===== config.mk =====
export PLATFORM = sky130hd
export DESIGN_NAME = chromosome_evaluation_scheduler_flat
export DESIGN_NICKNAME = d
export VERILOG_FILES = /design/src/rtl/chrom_sched_pkg.sv /design/src/rtl/chromosome_evaluation_scheduler_if.sv /design/src/rtl/chromosome_evaluation_scheduler_fitness_reducer.sv /design/src/rtl/chromosome_evaluation_scheduler.sv /design/src/flat_wrapper.sv
export SDC_FILE = /design/constraint.sdc
export NUM_CORES = 1
export LEC_CHECK = 0
export CAP_MARGIN = 20
export CORE_MARGIN = 2
export CORE_UTILIZATION = 25
export DETAILED_ROUTE_END_ITERATION = 8
export HOLD_SLACK_MARGIN = 0.12
export PLACE_DENSITY = 0.47
export SLEW_MARGIN = 0
export SYNTH_ARGS = -nofsm -noshare
export SYNTH_HDL_FRONTEND = slang
export SYNTH_SLANG_ARGS = --single-unit

===== constraint.sdc =====
create_clock -name iClock -period 3.9 [get_ports iClock]
set_input_delay 0.585 -clock iClock [delete_from_list [all_inputs] [get_ports iClock]]
set_output_delay 0.585 -clock iClock [all_outputs]
set_load 0.1 [all_outputs]

===== src/rtl/chrom_sched_pkg.sv =====
// Shared types and default widths for the chromosome evaluation scheduler.
// Optional best tracker is built only with CHROM_SCHED_BEST_TRACK_EN.
package chrom_sched_pkg;
    localparam int DEF_NUM_OUTPUTS = 8;
    localparam int DEF_SUM_W = 32;
    localparam int DEF_IDX_W = 8;
    localparam int FITNESS_W = DEF_SUM_W + 3;

    typedef enum logic [2:0] {
        IDLE,
        LOAD,
        START,
        WAIT_DONE,
        REDUCE,
        WRITE,
        ACK,
        FINISH
    } state_t;
endpackage


===== src/rtl/chromosome_evaluation_scheduler_if.sv =====
// Control, engine handshake and fitness-store signals of the scheduler.
// master = scheduler side, slave = GA control / engine / store side.
interface chromosome_evaluation_scheduler_if #(
    parameter int NUM_OUTPUTS = 8,
    parameter int SUM_W = 32,
    parameter int IDX_W = 8
);
    logic                               iStartGeneration;
    logic [IDX_W-1:0]                   iPopulationSize;
    logic [IDX_W-1:0]                   oChromIndex;
    logic                               oStartProcessing;
    logic                               iReadyToProcess;
    logic                               iDoneProcessing;
    logic                               oDoneProcessingFeedback;
    logic [NUM_OUTPUTS-1:0][SUM_W-1:0]  iErrorSums;
    logic                               oFitnessWe;
    logic [IDX_W-1:0]                   oFitnessAddr;
    logic [SUM_W-1:0]                   oFitnessData;
    logic [IDX_W-1:0]                   oBestIndex;
    logic [SUM_W-1:0]                   oBestFitness;
    logic                               oBusy;
    logic                               oGenerationDone;

    modport master (
        input  iStartGeneration, iPopulationSize, iReadyToProcess,
        input  iDoneProcessing, iErrorSums,
        output oChromIndex, oStartProcessing, oDoneProcessingFeedback,
        output oFitnessWe, oFitnessAddr, oFitnessData,
        output oBestIndex, oBestFitness, oBusy, oGenerationDone
    );

    modport slave (
        output iStartGeneration, iPopulationSize, iReadyToProcess,
        output iDoneProcessing, iErrorSums,
        input  oChromIndex, oStartProcessing, oDoneProcessingFeedback,
        input  oFitnessWe, oFitnessAddr, oFitnessData,
        input  oBestIndex, oBestFitness, oBusy, oGenerationDone
    );
endinterface


===== src/rtl/chromosome_evaluation_scheduler_fitness_reducer.sv =====
// Saturating sum of the per-output error sums into one fitness word.
module fitness_reducer
    import chrom_sched_pkg::*;
#(
    parameter int NUM_OUTPUTS = DEF_NUM_OUTPUTS,
    parameter int SUM_W = DEF_SUM_W
) (
    input  logic [NUM_OUTPUTS-1:0][SUM_W-1:0] iErrorSums,
    output logic [SUM_W-1:0]                  oFitness
);
    // three guard bits hold the carry of up to eight full-scale terms
    localparam int ACC_W = SUM_W + 3;

    logic [ACC_W-1:0] total;

    always_comb begin
        total = '0;
        for (int i = 0; i < NUM_OUTPUTS; i++)
            total = total + ACC_W'(iErrorSums[i]);
        oFitness = (total[ACC_W-1:SUM_W] != '0) ? '1 : total[SUM_W-1:0];
    end
endmodule


===== src/rtl/chromosome_evaluation_scheduler.sv =====
// Runs each chromosome of a generation through the engine and scores it.
// Best-candidate tracking is built only with CHROM_SCHED_BEST_TRACK_EN.
module chromosome_evaluation_scheduler
    import chrom_sched_pkg::*;
#(
    parameter int NUM_OUTPUTS = DEF_NUM_OUTPUTS,
    parameter int SUM_W = DEF_SUM_W,
    parameter int IDX_W = DEF_IDX_W
) (
    input logic iClock,
    input logic iReset,
    chromosome_evaluation_scheduler_if.master bus
);
    state_t           state;
    logic [IDX_W-1:0] index;
    logic [IDX_W-1:0] size;
    logic [SUM_W-1:0] fitness;
    logic [SUM_W-1:0] reduced;
    logic             genDone;
    logic             newGen;

    fitness_reducer #(
        .NUM_OUTPUTS(NUM_OUTPUTS),
        .SUM_W(SUM_W)
    ) uReducer (
        .iErrorSums(bus.iErrorSums),
        .oFitness(reduced)
    );

    assign newGen = (state == IDLE) && bus.iStartGeneration &&
                    (bus.iPopulationSize != '0);

    always_ff @(posedge iClock or posedge iReset) begin
        if (iReset) begin
            state   <= IDLE;
            index   <= '0;
            size    <= '0;
            fitness <= '0;
            genDone <= 1'b0;
        end else begin
            genDone <= 1'b0;
            case (state)
                IDLE: begin
                    if (bus.iStartGeneration) begin
                        if (bus.iPopulationSize != '0) begin
                            size  <= bus.iPopulationSize;
                            index <= '0;
                            state <= LOAD;
                        end else begin
                            state <= FINISH;
                        end
                    end
                end
                LOAD: state <= START;
                START: if (bus.iReadyToProcess) state <= WAIT_DONE;
                WAIT_DONE: if (bus.iDoneProcessing) state <= REDUCE;
                REDUCE: begin
                    fitness <= reduced;
                    state   <= WRITE;
                end
                WRITE: state <= ACK;
                ACK: begin
                    if (!bus.iDoneProcessing) begin
                        if (index == size - IDX_W'(1)) begin
                            state <= FINISH;
                        end else begin
                            index <= index + IDX_W'(1);
                            state <= LOAD;
                        end
                    end
                end
                FINISH: begin
                    genDone <= 1'b1;
                    state   <= IDLE;
                end
                default: state <= IDLE;
            endcase
        end
    end

    // engine handshake decodes straight off the state so reset drops it at once
    assign bus.oStartProcessing = (state == START) && bus.iReadyToProcess;
    assign bus.oDoneProcessingFeedback = (state == ACK);
    assign bus.oFitnessWe = (state == WRITE);
    assign bus.oBusy = (state != IDLE);
    assign bus.oChromIndex = index;
    assign bus.oFitnessAddr = index;
    assign bus.oFitnessData = fitness;
    assign bus.oGenerationDone = genDone;

`ifdef CHROM_SCHED_BEST_TRACK_EN
    logic [IDX_W-1:0] bestIndex;
    logic [SUM_W-1:0] bestFitness;

    // strict compare keeps the earlier (lower) index on ties
    always_ff @(posedge iClock or posedge iReset) begin
        if (iReset) begin
            bestIndex   <= '0;
            bestFitness <= '1;
        end else if (newGen) begin
            bestIndex   <= '0;
            bestFitness <= '1;
        end else if (state == WRITE && fitness < bestFitness) begin
            bestIndex   <= index;
            bestFitness <= fitness;
        end
    end

    assign bus.oBestIndex = bestIndex;
    assign bus.oBestFitness = bestFitness;
`else
    logic unusedNewGen;
    assign unusedNewGen = newGen;
    assign bus.oBestIndex = '0;
    assign bus.oBestFitness = '1;
`endif
endmodule


===== src/flat_wrapper.sv =====
// flat-port wrapper written by rule: the top's interface ports become plain ports
module chromosome_evaluation_scheduler_flat import chrom_sched_pkg::*;
#(
    parameter int NUM_OUTPUTS = DEF_NUM_OUTPUTS,
    parameter int SUM_W = DEF_SUM_W,
    parameter int IDX_W = DEF_IDX_W
)
  (iClock, iReset, bus_iStartGeneration, bus_iPopulationSize, bus_iReadyToProcess, bus_iDoneProcessing, bus_iErrorSums, bus_oChromIndex, bus_oStartProcessing, bus_oDoneProcessingFeedback, bus_oFitnessWe, bus_oFitnessAddr, bus_oFitnessData, bus_oBestIndex, bus_oBestFitness, bus_oBusy, bus_oGenerationDone);
  chromosome_evaluation_scheduler_if #(.NUM_OUTPUTS(NUM_OUTPUTS), .SUM_W(SUM_W), .IDX_W(IDX_W)) bus_i ();
  input logic iClock;
  input logic iReset;
  input wire logic [$bits(bus_i.iStartGeneration)-1:0] bus_iStartGeneration;
  input wire logic [$bits(bus_i.iPopulationSize)-1:0] bus_iPopulationSize;
  input wire logic [$bits(bus_i.iReadyToProcess)-1:0] bus_iReadyToProcess;
  input wire logic [$bits(bus_i.iDoneProcessing)-1:0] bus_iDoneProcessing;
  input wire logic [$bits(bus_i.iErrorSums)-1:0] bus_iErrorSums;
  output wire logic [$bits(bus_i.oChromIndex)-1:0] bus_oChromIndex;
  output wire logic [$bits(bus_i.oStartProcessing)-1:0] bus_oStartProcessing;
  output wire logic [$bits(bus_i.oDoneProcessingFeedback)-1:0] bus_oDoneProcessingFeedback;
  output wire logic [$bits(bus_i.oFitnessWe)-1:0] bus_oFitnessWe;
  output wire logic [$bits(bus_i.oFitnessAddr)-1:0] bus_oFitnessAddr;
  output wire logic [$bits(bus_i.oFitnessData)-1:0] bus_oFitnessData;
  output wire logic [$bits(bus_i.oBestIndex)-1:0] bus_oBestIndex;
  output wire logic [$bits(bus_i.oBestFitness)-1:0] bus_oBestFitness;
  output wire logic [$bits(bus_i.oBusy)-1:0] bus_oBusy;
  output wire logic [$bits(bus_i.oGenerationDone)-1:0] bus_oGenerationDone;
  assign bus_i.iStartGeneration = bus_iStartGeneration;
  assign bus_i.iPopulationSize = bus_iPopulationSize;
  assign bus_i.iReadyToProcess = bus_iReadyToProcess;
  assign bus_i.iDoneProcessing = bus_iDoneProcessing;
  assign bus_i.iErrorSums = bus_iErrorSums;
  assign bus_oChromIndex = bus_i.oChromIndex;
  assign bus_oStartProcessing = bus_i.oStartProcessing;
  assign bus_oDoneProcessingFeedback = bus_i.oDoneProcessingFeedback;
  assign bus_oFitnessWe = bus_i.oFitnessWe;
  assign bus_oFitnessAddr = bus_i.oFitnessAddr;
  assign bus_oFitnessData = bus_i.oFitnessData;
  assign bus_oBestIndex = bus_i.oBestIndex;
  assign bus_oBestFitness = bus_i.oBestFitness;
  assign bus_oBusy = bus_i.oBusy;
  assign bus_oGenerationDone = bus_i.oGenerationDone;
  chromosome_evaluation_scheduler #(.NUM_OUTPUTS(NUM_OUTPUTS), .SUM_W(SUM_W), .IDX_W(IDX_W)) u_core (.iClock(iClock), .iReset(iReset), .bus(bus_i));
endmodule

**Yosys cells after proc, flatten, opt, wreduce, memory -nomap -nowiden**

Index checks and enable logic that the tools add are counted.

- Register bits: 52
- Logic and storage cells: 51
- Input bits: 269

- $add $sub $neg: 9
- Reduce and logical (&&, ||, !) cells: 9
- Muxes and demuxes: 14
- Eq/ne operators: 14

Operators with widths:

| cell | number |
|---|---|
| adder 35 x 32 -> 35 bit | 4 |
| adder 34 x 32 -> 35 bit | 1 |
| adder 33 x 32 -> 34 bit | 1 |
| adder 32 x 32 -> 33 bit | 1 |
| two-way mux 32 bit | 1 |
| two-way mux 8 bit | 4 |
| case mux 3 bit (8 select lines) | 1 |
| two-way mux 3 bit | 6 |
| case mux 8 bit (2 select lines) | 1 |
| equality test 3 bit (second input constant) | 4 |
| inequality test 2 bit (second input constant) | 6 |
| adder 8 x 1 -> 8 bit (second input constant) | 1 |
| equality test 8 bit | 1 |
| nonzero test 8 bit | 1 |
| subtractor 8 x 1 -> 8 bit (second input constant) | 1 |
| equality test 3 x 2 -> 1 bit (second input constant) | 2 |
| nonzero test 3 bit | 2 |
| AND reduction 5 bit | 1 |
| AND reduction 4 bit | 1 |
| equality test 3 x 1 -> 1 bit (second input constant) | 1 |
| zero test 3 bit | 1 |
| AND reduction 3 bit | 1 |
| nonzero test 2 bit | 1 |
| logical AND 1 bit | 1 |
| two-way mux 1 bit | 1 |

**Depth between registers and ports, before layout**

- Word-level depth: 9
- Gate-level depth with buffers: 20

**By module**

From an unflattened synthesis, not the netlist that was laid out.

- Cell total of the unflattened synthesis: 1,135
- Area, all modules: 10,204.8 µm²

By module, submodules not included:

| module | times used | cells each | area an instance (µm²) | sequential area each (µm²) |
|---|---|---|---|---|
| fitness_reducer | 1 | 885 | 7,350.8 | 0.0 |
| chromosome_evaluation_scheduler | 1 | 250 | 2,854.0 | 1,301.2 |

**Least setup slack after synthesis**

Ideal clock, no wire load.

- Kind: input to register
- From: in bus_iErrorSums[111]
- To: reg u_core.fitness[21] (netlist: u_core.bus.oFitnessData[21])
- Library setup time: 0.133 ns
- Data arrival time: 5.098 ns
- Path slack: -1.331 ns
- Stages: 18
- Path buffers: 1
- Path through: inv_1 -> fa_1 -> inv_1 -> fa_1 -> fa_1 -> inv_1 -> fa_1 -> inv_1 -> ha_1 -> nand2_1 -> or3_1 -> or4_4 -> a41oi_4 -> o211a_4 -> xor2_2 -> nor3_2 -> buf_6 -> a21oi_2

- Word-level cells in the longest chain between the ends: 7

RTL lines:

| element | RTL line | source |
|---|---|---|
| start, declared | flat_wrapper.sv:16 | `input wire logic [$bits(bus_i.iErrorSums)-1:0] bus_iErrorSums;` |
| adder 34 x 32 -> 35 bit (*) | chromosome_evaluation_scheduler_fitness_reducer.sv:19 | `total = total + ACC_W'(iErrorSums[i]);` |
| adder 35 x 32 -> 35 bit (*) (4 in series) | chromosome_evaluation_scheduler_fitness_reducer.sv:19 |  |
| nonzero test 3 bit | chromosome_evaluation_scheduler_fitness_reducer.sv:20 | `oFitness = (total[ACC_W-1:SUM_W] != '0) ? '1 : total[SUM_W-1:0];` |
| two-way mux 32 bit (*) | chromosome_evaluation_scheduler_fitness_reducer.sv:20 |  |
| end signal, assigned | chromosome_evaluation_scheduler.sv:58 | `fitness <= reduced;` |
| end, declared | chromosome_evaluation_scheduler.sv:17 | `logic [SUM_W-1:0] fitness;` |

Mark *: on every way between the ends. The rest lies on a longest branch, timed or not.
A chain may end at the register's enable or synchronous reset.

**Worst setup path after layout**

- From: in bus_iErrorSums[35]
- To: reg u_core.fitness[29] (netlist: u_core.bus.oFitnessData[29])

- Word-level cells in the longest chain between the ends: 9

RTL lines:

| element | RTL line |
|---|---|
| adder 32 x 32 -> 33 bit (*) | chromosome_evaluation_scheduler_fitness_reducer.sv:19 |
| adder 33 x 32 -> 34 bit (*) | chromosome_evaluation_scheduler_fitness_reducer.sv:19 |
| adder 34 x 32 -> 35 bit (*) | chromosome_evaluation_scheduler_fitness_reducer.sv:19 |
| adder 35 x 32 -> 35 bit (*) (4 in series) | chromosome_evaluation_scheduler_fitness_reducer.sv:19 |
| nonzero test 3 bit | chromosome_evaluation_scheduler_fitness_reducer.sv:20 |
| two-way mux 32 bit (*) | chromosome_evaluation_scheduler_fitness_reducer.sv:20 |

Marked as above.

==> impl_metrics.tcl <==
set metrics [dict create \
    outcome "finished with violations" \
    violations "setup timing" \
    cp-start-kind "input port" \
    grt_pass1_vias 9049 \
    clockBufferDepth 2 \
    drtPass1Iterations 4 \
    antenna_found_initial 0 \
    cap_violations 0 \
    irDropWorstVdd_mv 0.447 \
    syn-cell-area_um2 10000 \
    start_util 0.252 \
    synth-async-reset-ratio 1.00 \
    track_usage 0.133 \
    viasPerCell 4.03 \
    dieArea_um2 41600 \
    numCtsBuffers 5 \
    worst_slack_ns -1.08 \
    post-route-period-util 1.28 \
    io_pins 362 \
    end_kind "flip-flop" \
    num_vias 8381 \
    grt_pass1_wl_um 45100 \
    cts.sinks 52 \
    cp_common_cell "fa_1" \
    finClkSkew_ns 0.00375 \
    insertion_delay_ns 0.29 \
    arrival_ns 5.16 \
    fin_nets 2050 \
    die-height_um 204 \
    clk_pin_slew_worst_paths_ns 0.07 \
    ys_seq_area_frac 0.130 \
    syn_avg_cell_area_um2 8.90 \
    crit_fanout 3 \
    fmax_ghz 0.201 \
    area_growth_pct 52.5 \
    hpwl_um 24200 \
    final_antenna_net_count 0 \
    period_minus_slack_ns 4.98 \
    grt_max_degree 40 \
    synth.distinct_cells 63 \
    detailedPlace.worstSlack_ns -1.98 \
    p_total_mw 16.6 \
    power_density_nw_per_um2 1090 \
    num_rows 73 \
    yosys_warnings 0 \
    worst_pin_slew_ns 1.13 \
    p_leak_nw 7.58 \
    critical_path_class "input port to flip-flop" \
    drtIter0Drc 183 \
    regToRegSetupSlack_ns 1.05 \
    yosys_most_used_dff "dfrtp_1" \
    final-hold-violation-count 0 \
    cts-root-buf "clkbuf_16" \
    drive_gt1_frac 0.264 \
    gp_congestion 0.784 \
    cts_tree "yes" \
    cts_max_level 2 \
    wirelength_um 27400 \
    setup_tns_ns -33.18 \
    synthCells 1124 \
    cts_hold_buffers 0 \
    final_max_slew_viol_count 0 \
    placed_area_um2 14500 \
    finalSetupViolCount 32 \
    synth_edf_count 0 \
    hold_class "flip-flop to flip-flop" \
    critPathMaxStageDelay_ns 0.57 \
    portBuffers 321 \
    antenna_cells 0 \
    cp.required_ns 4.08 \
    final_area_um2 15300 \
    core_area_um2 39600 \
    critPathSlowestCell "fa_2" \
    post-route-drc-count 0 \
    crit_chain "dlygate4sd2_1 -> inv_1 -> fa_1 -> inv_2 -> fa_2 -> fa_1 -> fa_1 -> ha_4 -> a211oi_4 -> o211a_1 -> or4_4 -> a41oi_4 -> buf_4 -> buf_4 -> nor4b_1 -> nor3_1 -> xnor2_1 -> a21oi_2" \
    slew_headroom 0.242 \
    drt-wirelength-per-cell_um 13.2 \
    grt-ovfl-total 0 \
    synth_seq_cells 52 \
    die_w_um 204 \
    grt_setup_unrepaired "true" \
]
[layout by cell type, fill, tap and decap left out, types with 20 or more instances in the layout]
master and count:
a21oi_1 28, a21oi_2 42, buf_4 118, clkdlybuf4s50_1 182, conb_1 40, dfrtp_1 52, dlygate4sd2_1 75, dlymetal6s2s_1 20
fa_1 161, fa_2 30, ha_4 22, inv_1 281, inv_2 99, nand2_1 31, nor2_1 54, o21ai_0 28
xnor2_1 20
[worst max-delay path: cells and delay by family]
family | cells | cell delay, ns
adders and majority gates | 5 | 2.41
and+or+nand+nor | 3 | 0.87
AOI/OAI and AO/OA | 4 | 0.56
buffers and inverters | 5 | 0.55
xor gates and xnor gates | 1 | 0.19
[layer usage]
metal  GRT usage  share of wire  vias to the layer above
met5           0              0                        -
met4      0.0142         0.0048                        0
met3      0.0147          0.047                        7
met2       0.237           0.50                      185
met1       0.178           0.45                     4077
li1            -              -                     4112
[logic make-up after synthesis]
kind of cell / share of synthesized area
multiplexers: 0.0131
XOR/XNOR: 0.0340
AND/OR/NAND/NOR: 0.0843
adder cells (fa/ha/maj): 0.428
flip-flops: 0.130
buffers and inverters: 0.189
other: 0.000751
AO/OA/AOI/OAI: 0.120
[synth_stat cells (all sizes together), types with 2 or more instances]
master   count  area [µm²]
ha          37         463
a211oi       3        22.5
nand4        4        25.0
mux2i        3        30.0
nand2b       8        50.1
mux2         9         101
a31o         3        26.3
o21ai       34         170
dfrtp       52        1300
a31oi        7        43.8
nor2b        4        25.0
o211a        3        37.5
and3        10        62.6
inv        381        1430
a21o        15         113
conb         2        7.51
o2111ai      3        26.3
buf         53         403
nor3         8        45.0
or4          5        41.3
nand2       38         145
o211ai       6        45.0
nor2        57         221
o21a         5        37.5
nand3        9        45.0
and2         7        43.8
xor2        18         165
or2          3        18.8
nor4         5        31.3
a211o        2        17.5
o31ai        6        45.0
a221o        2        20.0
xnor2       20         175
nand3b       5        37.5
a311o        2        20.0
a21oi       74         487
and4         2        17.5
o21bai       2        15.0
clkbuf      15        56.3
fa         191        3820
[through the flow]
stage	utilization	instances	hold WS [ns]
2_1_floorplan	-	1162	0.478
3_3_place_gp	0.366	2052	0.495
3_5_place_dp	0.366	2052	0.499
4_1_cts	0.379	2075	0.514
5_1_grt	0.385	2079	0.536
6_report	0.385	2079	0.507
[layout make-up]
type / count / area, µm²
repair buffers: 452 / 4140
flip-flops and latches: 52 / 1300
well taps: 525 / 657
inverters: 381 / 1440
clock buffers: 8 / 146
fillers: 4144 / 24400
multi-input cells: 661 / 7580
[registers in the layout (all words and copies together), names as in the netlist]
signal / count
u_core.bus.oFitnessData: 32
u_core.bus.oChromIndex: 8
u_core.size: 8
u_core.state: 3
u_core.bus.oGenerationDone: 1
[power by group]
group          switching [mW]  internal [mW]  total [mW]  leakage [nW]
Clock                   0.197          0.257       0.454        0.0712
Combinational            7.87           7.36        15.2          6.96
Sequential              0.191          0.717       0.908         0.547
[final timing paths]
| kind | end | from | cells past startpoint |
|---|---|---|---|
| max in group asynchronous | u_core.size[2] | iReset | 3 |
| min in group asynchronous | u_core.bus.oFitnessData[3] | iReset | 2 |
| min reg2reg | u_core.size[7] | u_core.size[7] | 1 |
| max | u_core.bus.oFitnessData[29] | bus_iErrorSums[35] | 18 |
| max reg2reg | u_core.size[2] | u_core.size[2] | 8 |
| min | u_core.size[7] | u_core.size[7] | 1 |
[timing repair]
item / CTS / global route
endpoints found under the hold margin: 0 / 0
pin swaps: 120 / 83
endpoints found under the setup margin: 32 / 32
gates cloned: 3 / 0
setup buffers: 13 / 4
resized for setup: 335 / 98
Note: power is estimated with default switching activity, not from simulation.
